### src/rtl/snake_pkg.sv
// Direction encodings and helpers shared by the snake movement controller,
// datapath and control FSM.
package snake_pkg;

  typedef enum logic [2:0] {
    DIR_LEFT  = 3'b000,
    DIR_RIGHT = 3'b001,
    DIR_UP    = 3'b100,
    DIR_DOWN  = 3'b110
  } dir_e;

  // True when b points exactly against a (a 180 degree reversal).
  function automatic logic dir_opposite(input dir_e a, input dir_e b);
    logic opp_s;
    case (a)
      DIR_UP:    opp_s = (b == DIR_DOWN);
      DIR_DOWN:  opp_s = (b == DIR_UP);
      DIR_LEFT:  opp_s = (b == DIR_RIGHT);
      DIR_RIGHT: opp_s = (b == DIR_LEFT);
      default:   opp_s = 1'b0;
    endcase
    return opp_s;
  endfunction

endpackage

### src/rtl/key_debounce.sv
// One push-button path: 2-FF synchronizer, stable-run debouncer and a
// rising-edge press detector on the debounced level.
module key_debounce
  import snake_pkg::*;
#(
  parameter int DEBOUNCE_CYC = 250000
) (
  input  logic clk,
  input  logic rst,
  input  logic key,
  output logic press
);

  localparam int CW = $clog2(DEBOUNCE_CYC + 1);

  logic          sync1_r;
  logic          sync2_r;
  logic          level_r;
  logic          level_d_r;
  logic [CW-1:0] cnt_r;

  // Synchronise the key; the level follows only after a long enough stable run.
  always_ff @(posedge clk) begin
    if (rst) begin
      sync1_r   <= 1'b0;
      sync2_r   <= 1'b0;
      level_r   <= 1'b0;
      level_d_r <= 1'b0;
      cnt_r     <= {CW{1'b0}};
    end else begin
      sync1_r   <= key;
      sync2_r   <= sync1_r;
      level_d_r <= level_r;
      if (sync2_r == level_r) begin
        cnt_r <= {CW{1'b0}};
      end else if (cnt_r == CW'(DEBOUNCE_CYC)) begin
        level_r <= sync2_r;
        cnt_r   <= {CW{1'b0}};
      end else begin
        cnt_r <= cnt_r + CW'(1);
      end
    end
  end

  assign press = level_r & ~level_d_r;

endmodule

### src/rtl/snake_dir_ctrl.sv
// Snake movement controller: debounced direction keys with reversal rejection,
// pending/commit direction register, game-step timer and speed level.
module snake_dir_ctrl
  import snake_pkg::*;
#(
  parameter int DEBOUNCE_CYC = 250000,
  parameter int BASE_PERIOD  = 12500000,
  parameter int PERIOD_STEP  = 625000,
  parameter int MAX_LEVEL    = 15
) (
  input  logic       clk,
  input  logic       rst,
  input  logic       key_up,
  input  logic       key_down,
  input  logic       key_left,
  input  logic       key_right,
  input  logic       update_head,
  input  logic       inc_length,
  input  logic       pause,
  input  logic       game_restart,
  output logic [2:0] dir,
  output logic       move_tick,
  output logic [3:0] speed_level
);

  localparam int TW = $clog2(BASE_PERIOD + 1);

  logic [3:0]    press_s;
  dir_e          dir_r;
  dir_e          pending_r;
  dir_e          next_dir_s;
  dir_e          press_dir_s;
  logic          press_valid_s;
  logic          accept_s;
  logic          eat_s;
  logic          inc_d_r;
  logic          tick_r;
  logic [TW-1:0] timer_r;
  logic [TW-1:0] period_m1_s;
  logic [3:0]    speed_r;

  key_debounce #(.DEBOUNCE_CYC(DEBOUNCE_CYC)) u_deb_up    (.clk(clk), .rst(rst), .key(key_up),    .press(press_s[0]));
  key_debounce #(.DEBOUNCE_CYC(DEBOUNCE_CYC)) u_deb_down  (.clk(clk), .rst(rst), .key(key_down),  .press(press_s[1]));
  key_debounce #(.DEBOUNCE_CYC(DEBOUNCE_CYC)) u_deb_left  (.clk(clk), .rst(rst), .key(key_left),  .press(press_s[2]));
  key_debounce #(.DEBOUNCE_CYC(DEBOUNCE_CYC)) u_deb_right (.clk(clk), .rst(rst), .key(key_right), .press(press_s[3]));

  // Pick one press by priority, judge it against the direction that will be in force.
  always_comb begin
    press_dir_s   = DIR_UP;
    press_valid_s = 1'b1;
    if (press_s[0]) begin
      press_dir_s = DIR_UP;
    end else if (press_s[1]) begin
      press_dir_s = DIR_DOWN;
    end else if (press_s[2]) begin
      press_dir_s = DIR_LEFT;
    end else if (press_s[3]) begin
      press_dir_s = DIR_RIGHT;
    end else begin
      press_valid_s = 1'b0;
    end
    if (update_head) begin
      next_dir_s = pending_r;
    end else begin
      next_dir_s = dir_r;
    end
    accept_s    = press_valid_s & ~dir_opposite(press_dir_s, next_dir_s);
    period_m1_s = TW'(BASE_PERIOD - 1 - int'(speed_r) * PERIOD_STEP);
    eat_s       = inc_length & ~inc_d_r & (speed_r < 4'(MAX_LEVEL));
  end

  // Direction commit, pending update, step timer and speed level.
  always_ff @(posedge clk) begin
    if (rst) begin
      dir_r     <= DIR_UP;
      pending_r <= DIR_UP;
      timer_r   <= {TW{1'b0}};
      tick_r    <= 1'b0;
      speed_r   <= 4'd0;
      inc_d_r   <= 1'b0;
    end else begin
      inc_d_r <= inc_length;
      if (game_restart) begin
        dir_r     <= DIR_UP;
        pending_r <= DIR_UP;
        timer_r   <= {TW{1'b0}};
        tick_r    <= 1'b0;
        speed_r   <= 4'd0;
      end else begin
        if (update_head) dir_r <= pending_r;
        if (accept_s) pending_r <= press_dir_s;
        if (eat_s) speed_r <= speed_r + 4'd1;
        // >= rather than == so a period shortened mid-count still ticks once, next cycle.
        if (pause) begin
          tick_r <= 1'b0;
        end else if (timer_r >= period_m1_s) begin
          tick_r  <= 1'b1;
          timer_r <= {TW{1'b0}};
        end else begin
          tick_r  <= 1'b0;
          timer_r <= timer_r + TW'(1);
        end
      end
    end
  end

  assign dir         = dir_r;
  assign move_tick   = tick_r;
  assign speed_level = speed_r;

endmodule

### config.mk
export PLATFORM = sky130hd
export DESIGN_NAME = snake_dir_ctrl
export DESIGN_NICKNAME = d
export VERILOG_FILES = /design/src/rtl/snake_pkg.sv /design/src/rtl/key_debounce.sv /design/src/rtl/snake_dir_ctrl.sv
export SDC_FILE = /design/constraint.sdc
export NUM_CORES = 1
export LEC_CHECK = 0
export ABC_AREA = 1
export CAP_MARGIN = 5
export CORE_MARGIN = 2
export CORE_UTILIZATION = 68
export CTS_CLUSTER_DIAMETER = 50
export DETAILED_ROUTE_END_ITERATION = 10
export GPL_ROUTABILITY_DRIVEN = 0
export GPL_TIMING_DRIVEN = 0
export PLACE_DENSITY = 0.91
export SYNTH_ARGS = -nofsm -noshare
export SYNTH_HDL_FRONTEND = slang
export SYNTH_SLANG_ARGS = --single-unit
### constraint.sdc
create_clock -name clk -period 12.2 [get_ports clk]
set_input_delay 2.44 -clock clk [delete_from_list [all_inputs] [get_ports clk]]
set_output_delay 2.44 -clock clk [all_outputs]
set_load 0.02 [all_outputs]
==> flow_summary_export.csv, run 1 <==
group,metric,value,unit
outcome,status,"completed",
logic_synthesis,synth_nets,1185,
routing,vias,7160,
cts,clock-root-buffer,"clkbuf_16",
global_routing,antenna_found_initial,0,
cts,cts.sinks,124,
logic_synthesis,synthCells,1117,
logic_synthesis,synthArstFlopShare,0,%
min_path,hp-class,"reg2reg",
power_and_ir_drop,powerDensity,111,nW/um2
global_routing,grt_max_degree,17,
cts,cts-buffers-inserted,17,
critical_path,worstReg2RegStart,"speed_level[2]",
logic_synthesis,synth.area.top_cells,"dfxtp_1, nand2_1, ha_1",
logic_synthesis,synth_edf_count,0,
sta,setup_viol_count_final,0,
cells_and_area,mostFrequentLayoutCells,"nand2_1, inv_1, nor2_1",
routing,wl_per_cell,12.9,um
critical_path,crit_end,"timer_r[7]",
cts,hold_buffers,0,
routing,viasPerCell,5.48,
routing,drt_pass1_iterations,5,
sta,period_needed,4.89,ns
placement,dp_hpwl,12.1,mm
job,cap_violations,0,
routing,drt_iter0_drc,527,
sta,fin_setup_tns,0,ns
critical_path,cp_slowest_cell,"fa_1",
sta,rsz0062_at_grt,"no",
cts,cts_tree,"done",
sta,worst_slew_pin_slew,0.637,ns
sta,layout_setup_ws,7.31,ns
logic_synthesis,synth_compound_area_share,6.63,%
global_routing,grt_pass1_wl,29.4,mm
sta,slew-limit-headroom,57.2,%
floorplanning,start_util,69.2,%
floorplanning,die_w,111,um
cells_and_area,syn_to_final_growth,12.0,%
cells_and_area,n_antenna_cell,0,
cells_and_area,fin_util,77.5,%
critical_path,crit_top_cell,"nand2_1",
critical_path,worstPathArrival,5.19,ns
global_routing,grt_pass1_vias,7005,
logic_synthesis,netlist_area,7840,um2
routing,drc_errors,0,
global_routing,grt_overflow,0,
logic_synthesis,synthMuxAreaShare,0.128,%
placement,numPortBuffers,15,
logic_synthesis,yosysWarnings,0,
sta,hold_ws,0.402,ns
logic_synthesis,yosys.area_share.simple,37.8,%
cts,post_cts_resized,0,
logic_synthesis,synth_top_family_by_area,"simple AND/OR/NAND/NOR gates",
logic_synthesis,synth_xor_area_share,5.01,%
floorplanning,rows,39,
logic_synthesis,syn_avg_cell_area,7.02,um2
cells_and_area,instances_no_fill,1307,
logic_synthesis,yosysTopAreaCellShare,31.7,%
global_routing,track_usage,28.2,%
logic_synthesis,yosys.area.top_type,"dfxtp_1",
cts,clk_latency,0.42,ns
floorplanning,chipHeight,111,um
routing,antenna_left,0,
critical_path,critPathKind,"reg2reg",
routing,wl,16.9,mm
cts,cts_setup_buffers,0,
power_and_ir_drop,power.leakage,3.67,nW
critical_path,r2r_slack,7.31,ns
logic_synthesis,synth-adder-area-share,9.45,%
critical_path,cpPeakStageDelay,0.50,ns
floorplanning,design.die.area,12400,um2
floorplanning,core,11300,um2
critical_path,cp-start-kind,"register",
placement,dp.cells,1275,
cts,clock_path_buffers,2,
cts,clk_pin_slew,0.05,ns
critical_path,reg2regPathDepth,29,
sta,skew,0.00522,ns
critical_path,worstPathMaxFanout,10,
critical_path,r2r-end,"timer_r[7]",
cells_and_area,layout_commonest_cell,"nand2_1",
logic_synthesis,ys_seq_area_share,31.7,%
sta,period_share,40.1,%
cells_and_area,drive_above_1_share,12.3,%
critical_path,required,12.50,ns
critical_path,end_kind,"register",
logic_synthesis,ys.flop_type,"dfxtp_1",
sta,fmax,204,MHz
logic_synthesis,yosysUniqueCellTypes,51,
critical_path,startpoint,"speed_level[2]",
floorplanning,io_pins,18,
cts,htree_levels,4,
sta,slew_viol_final,0,
cells_and_area,layout.nets,1219,
placement,pre_cts_slack,7.32,ns
sta,hold_viol,0,
logic_synthesis,synth_seq_cells,124,
power_and_ir_drop,ir_drop,0.125,mV
[synth_stat cells (all sizes together) (3+ instances only)]
| cell type | count |
|---|---|
| nor3b | 11 |
| nor4 | 12 |
| o21a | 6 |
| nand2 | 255 |
| clkbuf | 3 |
| dfxtp | 124 |
| nand4 | 29 |
| or2 | 8 |
| xor2 | 35 |
| ha | 56 |
| nand3 | 78 |
| xnor2 | 9 |
| buf | 10 |
| inv | 175 |
| o21ai | 25 |
| nor3 | 45 |
| o31ai | 3 |
| a21oi | 48 |
| nor2 | 167 |
[cell type report]
class | instances | area [um2]
flip-flops and latches | 124 | 2480
fillers | 772 | 2540
inverters | 176 | 661
well taps | 143 | 179
plain buffers | 13 | 71.3
repair buffers | 15 | 150
clock buffers | 22 | 474
multi-input cells | 804 | 4620
clock inverters | 10 | 138
[state kept, by name, indices dropped and copies added (netlist names), 3 cells and up]
register,flops
u_deb_up.cnt_r,18
speed_level,4
u_deb_left.cnt_r,18
u_deb_down.cnt_r,18
u_deb_right.cnt_r,18
timer_r,24
dir,3
pending_r,3
[worst min-delay path by stage]
stage                             from                  to  slack [ns]  depth (start not counted)
finish              u_deb_left.sync1_r  u_deb_left.sync2_r        0.40                          2
global route        u_deb_left.sync1_r  u_deb_left.sync2_r        0.43                          2
CTS                 u_deb_left.sync1_r  u_deb_left.sync2_r        0.40                          2
detailed placement  u_deb_left.sync1_r  u_deb_left.sync2_r        0.40                          2
global placement    u_deb_down.sync1_r  u_deb_down.sync2_r        0.39                          2
floorplan           u_deb_down.sync1_r  u_deb_down.sync2_r        0.39                          2
[metal layers]
layer	share of wire (%)	GRT usage [%]	vias up
met1	42	30.7	3303
li1	-	-	3654
met2	52	53.0	151
met4	3.1	12.1	0
met5	0	0	-
met3	3.2	5.72	52
[per-stage QoR]
stage	instance area, um2	power (mW)
final	8780	0.972
after detailed placement	8170	0.463
after CTS	8780	0.977
after global routing	8780	1.00
after floorplan	7840	0.451
after global placement	8170	0.462
[cells by family after synthesis]
group	after synthesis
mux	1
flops	124
simple gates	609
compound gates	92
fa+ha+maj	58
buf+inv	189
xor+xnor	44
[critical path, delay by kind of cell, from the launching register on]
kind,cells,cell delay (ns)
fa+ha+maj,4,1.51
buf+inv,6,0.86
flops,1,0.49
simple gates,19,1.92
[where the power goes]
part           switching [mW]  internal (mW)  leakage (nW)
sequential            0.00276          0.408          1.00
clock                   0.180          0.337         0.296
combinational          0.0285         0.0165          2.38
Note: power is estimated with default switching activity, not from simulation.
==> inputs of run 2 (changes only) <==
--- a/config.mk
+++ b/config.mk
@@ -8,12 +8,12 @@
 export ABC_AREA = 1
 export CAP_MARGIN = 5
 export CORE_MARGIN = 2
-export CORE_UTILIZATION = 68
+export CORE_UTILIZATION = 63
 export CTS_CLUSTER_DIAMETER = 50
 export DETAILED_ROUTE_END_ITERATION = 10
 export GPL_ROUTABILITY_DRIVEN = 0
 export GPL_TIMING_DRIVEN = 0
-export PLACE_DENSITY = 0.91
+export PLACE_DENSITY = 0.86
 export SYNTH_ARGS = -nofsm -noshare
 export SYNTH_HDL_FRONTEND = slang
 export SYNTH_SLANG_ARGS = --single-unit
==> constraint.sdc (replaced) <==
create_clock -name clk -period 5.1 [get_ports clk]
set_input_delay 1.02 -clock clk [delete_from_list [all_inputs] [get_ports clk]]
set_output_delay 1.02 -clock clk [all_outputs]
set_load 0.02 [all_outputs]
==> run 2 against run 1 <==
- worst hold slack improved by 0.0033 ns
- final area up 1.3%
- clock power increased to 2.6 times the previous value
- first-iteration DRC count is 42% lower
- critical endpoint is now timer_r[20]
- non-clock buffer count grew 2
- sequential power up 140%
- highest routed layer unchanged
==> flow_summary_export.csv, run 2 (synthesis results as in run 1) <==
group,metric,value,unit
global_routing,track_usage,25.8,%
sta,layout_setup_ws,0.368,ns
sta,fmax,211,MHz
power_and_ir_drop,power.leakage,3.71,nW
cts,clock_path_buffers,2,
job,cap_violations,0,
placement,dp.cells,1300,
global_routing,grt_max_degree,17,
routing,drt_iter0_drc,305,
critical_path,required,5.41,ns
cts,clk_latency,0.42,ns
global_routing,antenna_found_initial,0,
routing,wl_per_cell,12.4,um
critical_path,path_buf_inv,6,
sta,setup_viol_count_final,0,
min_path,hold_depth,2,
cells_and_area,stdcell_area,8890,um2
min_path,holdPathEnd,"u_deb_down.sync2_r",
cells_and_area,layout.nets,1221,
sta,period_needed,4.73,ns
floorplanning,chipHeight,116,um
routing,antenna_left,0,
outcome,status,"completed",
sta,slew-limit-headroom,58.2,%
critical_path,worstReg2RegStart,"speed_level[2]",
critical_path,r2r_slack,0.37,ns
routing,drc_errors,0,
sta,hold_ws,0.405,ns
global_routing,grt_pass1_wl,28.0,mm
cts,cts-buffers-inserted,17,
critical_path,r2r-end,"timer_r[20]",
power_and_ir_drop,powerDensity,274,nW/um2
floorplanning,die_w,116,um
routing,wl,16.6,mm
routing,viasPerCell,5.29,
cells_and_area,layout_commonest_cell,"nand2_1",
placement,numPortBuffers,15,
cts,cts.sinks,124,
cts,hold_buffers,0,
floorplanning,core,12100,um2
sta,period_share,92.8,%
floorplanning,rows,40,
placement,pre_cts_slack,0.151,ns
placement,place_area,8200,um2
critical_path,reg2regPathDepth,31,
cells_and_area,drive_above_1_share,13.0,%
global_routing,grt_overflow,0,
cells_and_area,top_register,"timer_r",
sta,skew,0.00686,ns
cts,clock-root-buffer,"clkbuf_16",
cells_and_area,instances_no_fill,1334,
critical_path,cp_slowest_cell,"fa_1",
critical_path,worstPathMaxFanout,10,
routing,drt_pass1_iterations,5,
cells_and_area,fin_util,73.7,%
floorplanning,design.die.area,13300,um2
floorplanning,start_util,65.0,%
cells_and_area,mostFrequentLayoutCells,"nand2_1, inv_1, nor2_1",
cells_and_area,syn_to_final_growth,13.4,%
power_and_ir_drop,p_total,2.44,mW
critical_path,cpPeakStageDelay,0.50,ns
cts,clk_pin_slew,0.06,ns
cells_and_area,largest_reg_flops,24,
cells_and_area,n_antenna_cell,0,
power_and_ir_drop,ir_drop,0.378,mV
critical_path,worstPathArrival,5.04,ns
critical_path,cp-start-kind,"register",
cells_and_area,fill_cells,929,
global_routing,grt_pass1_vias,6633,
cts,htree_levels,4,
sta,fin_setup_tns,0,ns
critical_path,crit_top_cell,"nand2_1",
min_path,min-delay-start,"u_deb_down.sync1_r",
critical_path,critPathTopFamily,"simple AND/OR/NAND/NOR gates",
min_path,hp-class,"reg2reg",
sta,worst_slew_pin_slew,0.627,ns
routing,vias,7053,
cts,cts_tree,"done",
sta,hold_viol,0,
floorplanning,io_pins,18,
placement,dp_hpwl,11.7,mm
sta,slew_viol_final,0,
critical_path,critPathKind,"reg2reg",
critical_path,end_kind,"register",
## run 2: cell count changes in the layout (fill, tap and decap cells not counted), sizes merged
cell / change
bufinv: +2
clkinv: -2
inv: +2
buf: +1
clkbuf: -2
clkinvlp: +1
## run 2: area by class of cell
class	instances	area [um2]	area share [%]
Buffer	13	76.3	0.859
Clock buffer	19	453	5.10
Clock inverter	13	209	2.35
Inverter	176	661	7.43
Multi-Input combinational cell	804	4630	52.1
Sequential cell	124	2480	27.9
Tap cell	168	210	2.36
Timing Repair Buffer	17	165	1.86
## run 2: worst min-delay path, delay by kind of cell (launching register included)
kind                   cells  cell delay, ns
buffers and inverters      1            0.04
DFF                        1            0.30
and+or+nand+nor            1            0.03
## run 2: worst max-delay path by stage
stage / end / startpoint / depth (start not counted) / slack (ns)
5_1_grt: timer_r[14] / speed_level[2] / 31 / -0.007
3_3_place_gp: timer_r[6] / speed_level[2] / 31 / 0.20
4_1_cts: timer_r[3] / speed_level[2] / 31 / 0.11
6_report: timer_r[20] / speed_level[2] / 31 / 0.37
3_5_place_dp: timer_r[3] / speed_level[2] / 31 / 0.15
2_1_floorplan: timer_r[14] / speed_level[2] / 31 / 0.86
## run 2: timing repair
item,4_1_cts,5_1_grt
endpoints found under the setup margin,0,23
buffers inserted,0,2
gates resized for setup,0,7
## run 2: per-layer routing
layer | global-route usage, % | up-vias | share of wire [%]
met5 | 0 | - | 0
met4 | 11.6 | 0 | 2.3
met3 | 5.75 | 38 | 4.0
met2 | 45.1 | 132 | 49
met1 | 30.3 | 3236 | 45
li1 | - | 3647 | -
## run 2: report_power, final
part / internal [mW] / total, mW / leakage (nW) / switching, mW
combinational: 0.0409 / 0.110 / 2.39 / 0.0695
clock: 0.895 / 1.35 / 0.316 / 0.450
sequential: 0.975 / 0.982 / 1.00 / 0.00619
==> inputs of run 3 (changes only) <==
--- a/config.mk
+++ b/config.mk
@@ -13,7 +13,7 @@
 export DETAILED_ROUTE_END_ITERATION = 10
 export GPL_ROUTABILITY_DRIVEN = 0
 export GPL_TIMING_DRIVEN = 0
-export PLACE_DENSITY = 0.86
+export PLACE_DENSITY = 0.91
 export SYNTH_ARGS = -nofsm -noshare
 export SYNTH_HDL_FRONTEND = slang
 export SYNTH_SLANG_ARGS = --single-unit
==> constraint.sdc (replaced) <==
create_clock -name clk -period 4.5 [get_ports clk]
set_input_delay 0.9 -clock clk [delete_from_list [all_inputs] [get_ports clk]]
set_output_delay 0.9 -clock clk [all_outputs]
set_load 0.02 [all_outputs]
==> run 3 against run 2 <==
- cell count increased by 0.67%
- maximum frequency increased by 8.9%
- clock-buffer cell count decreased by 2
- critical path depth decreased by 2
- power increased by 9.6%
- largest cell class unchanged
- first-iteration DRC count increased by 40%
==> flow_summary_export.csv, run 3 (synthesis results as in run 1) <==
group,metric,value,unit
floorplanning,rows,40,
critical_path,end_kind,"register",
power_and_ir_drop,switchingPower,591,uW
cells_and_area,mostFrequentLayoutCells,"nand2_1, inv_1, nor2_1",
cts,clk_pin_slew,0.05,ns
sta,worst_slew_pin_slew,0.609,ns
placement,dp_hpwl,12.1,mm
sta,setup_viol_count_final,0,
power_and_ir_drop,switching_share,22.1,%
critical_path,cp-start-kind,"register",
cts,cts.sinks,124,
critical_path,crit_top_cell,"nand2_2",
routing,vias,7182,
floorplanning,core,12100,um2
global_routing,grt_overflow,0,
cts,hold_buffers,0,
global_routing,grt_max_degree,17,
power_and_ir_drop,power_frac_seq,41.6,%
global_routing,grt_pass1_wl,28.5,mm
routing,drt_pass1_iterations,5,
sta,slew_viol_final,0,
critical_path,reg2regPathDepth,29,
sta,hold_viol,0,
critical_path,cpPeakStageDelay,0.49,ns
global_routing,antenna_found_initial,0,
routing,wl_per_cell,12.6,um
cells_and_area,layout_commonest_cell,"nand2_1",
cells_and_area,layout.nets,1230,
routing,drc_errors,0,
sta,period_needed,4.35,ns
outcome,status,"completed",
floorplanning,start_util,65.0,%
floorplanning,design.die.area,13300,um2
critical_path,worstPathMaxFanout,8,
floorplanning,io_pins,18,
routing,viasPerCell,5.35,
power_and_ir_drop,intPower,2.08,mW
critical_path,cp_slowest_cell,"fa_1",
sta,skew,0.00666,ns
cells_and_area,instances_no_fill,1343,
cts,cts_tree,"done",
sta,fin_setup_tns,0,ns
cells_and_area,top_register,"timer_r",
global_routing,grt_pass1_vias,6914,
power_and_ir_drop,clockPowerShare,53.4,%
global_routing,track_usage,26.3,%
floorplanning,die_w,116,um
critical_path,worstPathArrival,4.66,ns
min_path,hold_depth,2,
cts,htree_levels,4,
cells_and_area,n_antenna_cell,0,
floorplanning,chipHeight,116,um
job,cap_violations,0,
placement,dp.cells,1300,
cts,clk_latency,0.42,ns
cells_and_area,syn_to_final_growth,15.8,%
cells_and_area,drive_above_1_share,15.7,%
routing,antenna_left,0,
power_and_ir_drop,powerDensity,294,nW/um2
placement,numPortBuffers,15,
critical_path,critPathKind,"reg2reg",
critical_path,required,4.81,ns
sta,period_share,96.6,%
power_and_ir_drop,ir_drop,0.284,mV
power_and_ir_drop,power.leakage,3.76,nW
cts,clock_path_buffers,2,
min_path,hp-class,"reg2reg",
routing,wl,17.0,mm
routing,drt_iter0_drc,426,
sta,slew-limit-headroom,59.0,%
cts,clock-root-buffer,"clkbuf_16",
cells_and_area,fin_util,75.2,%
cells_and_area,largest_reg_flops,24,
sta,fmax,230,MHz
cells_and_area,fill_cells,883,
cts,cts-buffers-inserted,17,
power_and_ir_drop,pwr-share-comb,5.0,%
-- run 3: path summary, 6_finish.rpt --
kind,startpoint,endpoint,slack [ns]
worst max-delay path,speed_level[2],timer_r[23],0.15
worst min-delay path,u_deb_right.sync1_r,u_deb_right.sync2_r,0.43
worst max register to register,speed_level[2],timer_r[23],0.15
worst min register to register,u_deb_right.sync1_r,u_deb_right.sync2_r,0.43
-- run 3: layout make-up --
cell class / count / area, um2 / share of cell area, %
plain buffers: 13 / 95.1 / 1.05
clock buffers: 17 / 425 / 4.69
well taps: 168 / 210 / 2.32
repair buffers: 26 / 254 / 2.80
flip-flops and latches: 124 / 2500 / 27.5
inverters: 176 / 664 / 7.32
clock inverters: 15 / 199 / 2.19
multi-input cells: 804 / 4730 / 52.1
-- run 3: power by group through the flow --
stage	combinational, mW	sequential [mW]	clock, mW
2_1_floorplan	0.0857	1.14	0
3_3_place_gp	0.116	1.14	0
3_5_place_dp	0.120	1.14	0
4_1_cts	0.125	1.11	1.44
5_1_grt	0.151	1.11	1.49
6_report	0.133	1.11	1.43
-- run 3: repair_timing --
item                       4_1_cts  5_1_grt
gates cloned                     0        2
setup endpoints to repair       25       25
pin swaps                        1        8
resized for setup               14       33
buffers inserted                 4        5
-- run 3: worst max-delay path: cells and delay by family, from the launching register on --
| family | cells | cell delay (ns) |
|---|---|---|
| adder cells (fa/ha/maj) | 4 | 1.31 |
| AND/OR/NAND/NOR | 18 | 1.70 |
| buffers and inverters | 6 | 0.65 |
| flip-flops | 1 | 0.37 |
| XOR/XNOR | 1 | 0.21 |
-- run 3: per-layer routing --
layer  vias to the layer above  global-route usage [%]  wire length [um]
li1                       3674                       -                 -
met1                      3324                    29.0              7160
met2                       149                    48.3              8770
met3                        35                    5.28               594
met4                         0                    12.4               465
met5                         -                       0                 0
-- run 3: through the flow --
stage	setup WS (ns)	total power, mW	instance area [um2]	hold slack [ns]
global placement	-0.316	1.25	8200	0.389
floorplan	0.261	1.22	7840	0.388
global route	-0.0696	2.76	9070	0.436
detailed placement	-0.479	1.26	8200	0.399
CTS	0.0101	2.68	8900	0.438
finish	0.154	2.67	9070	0.429
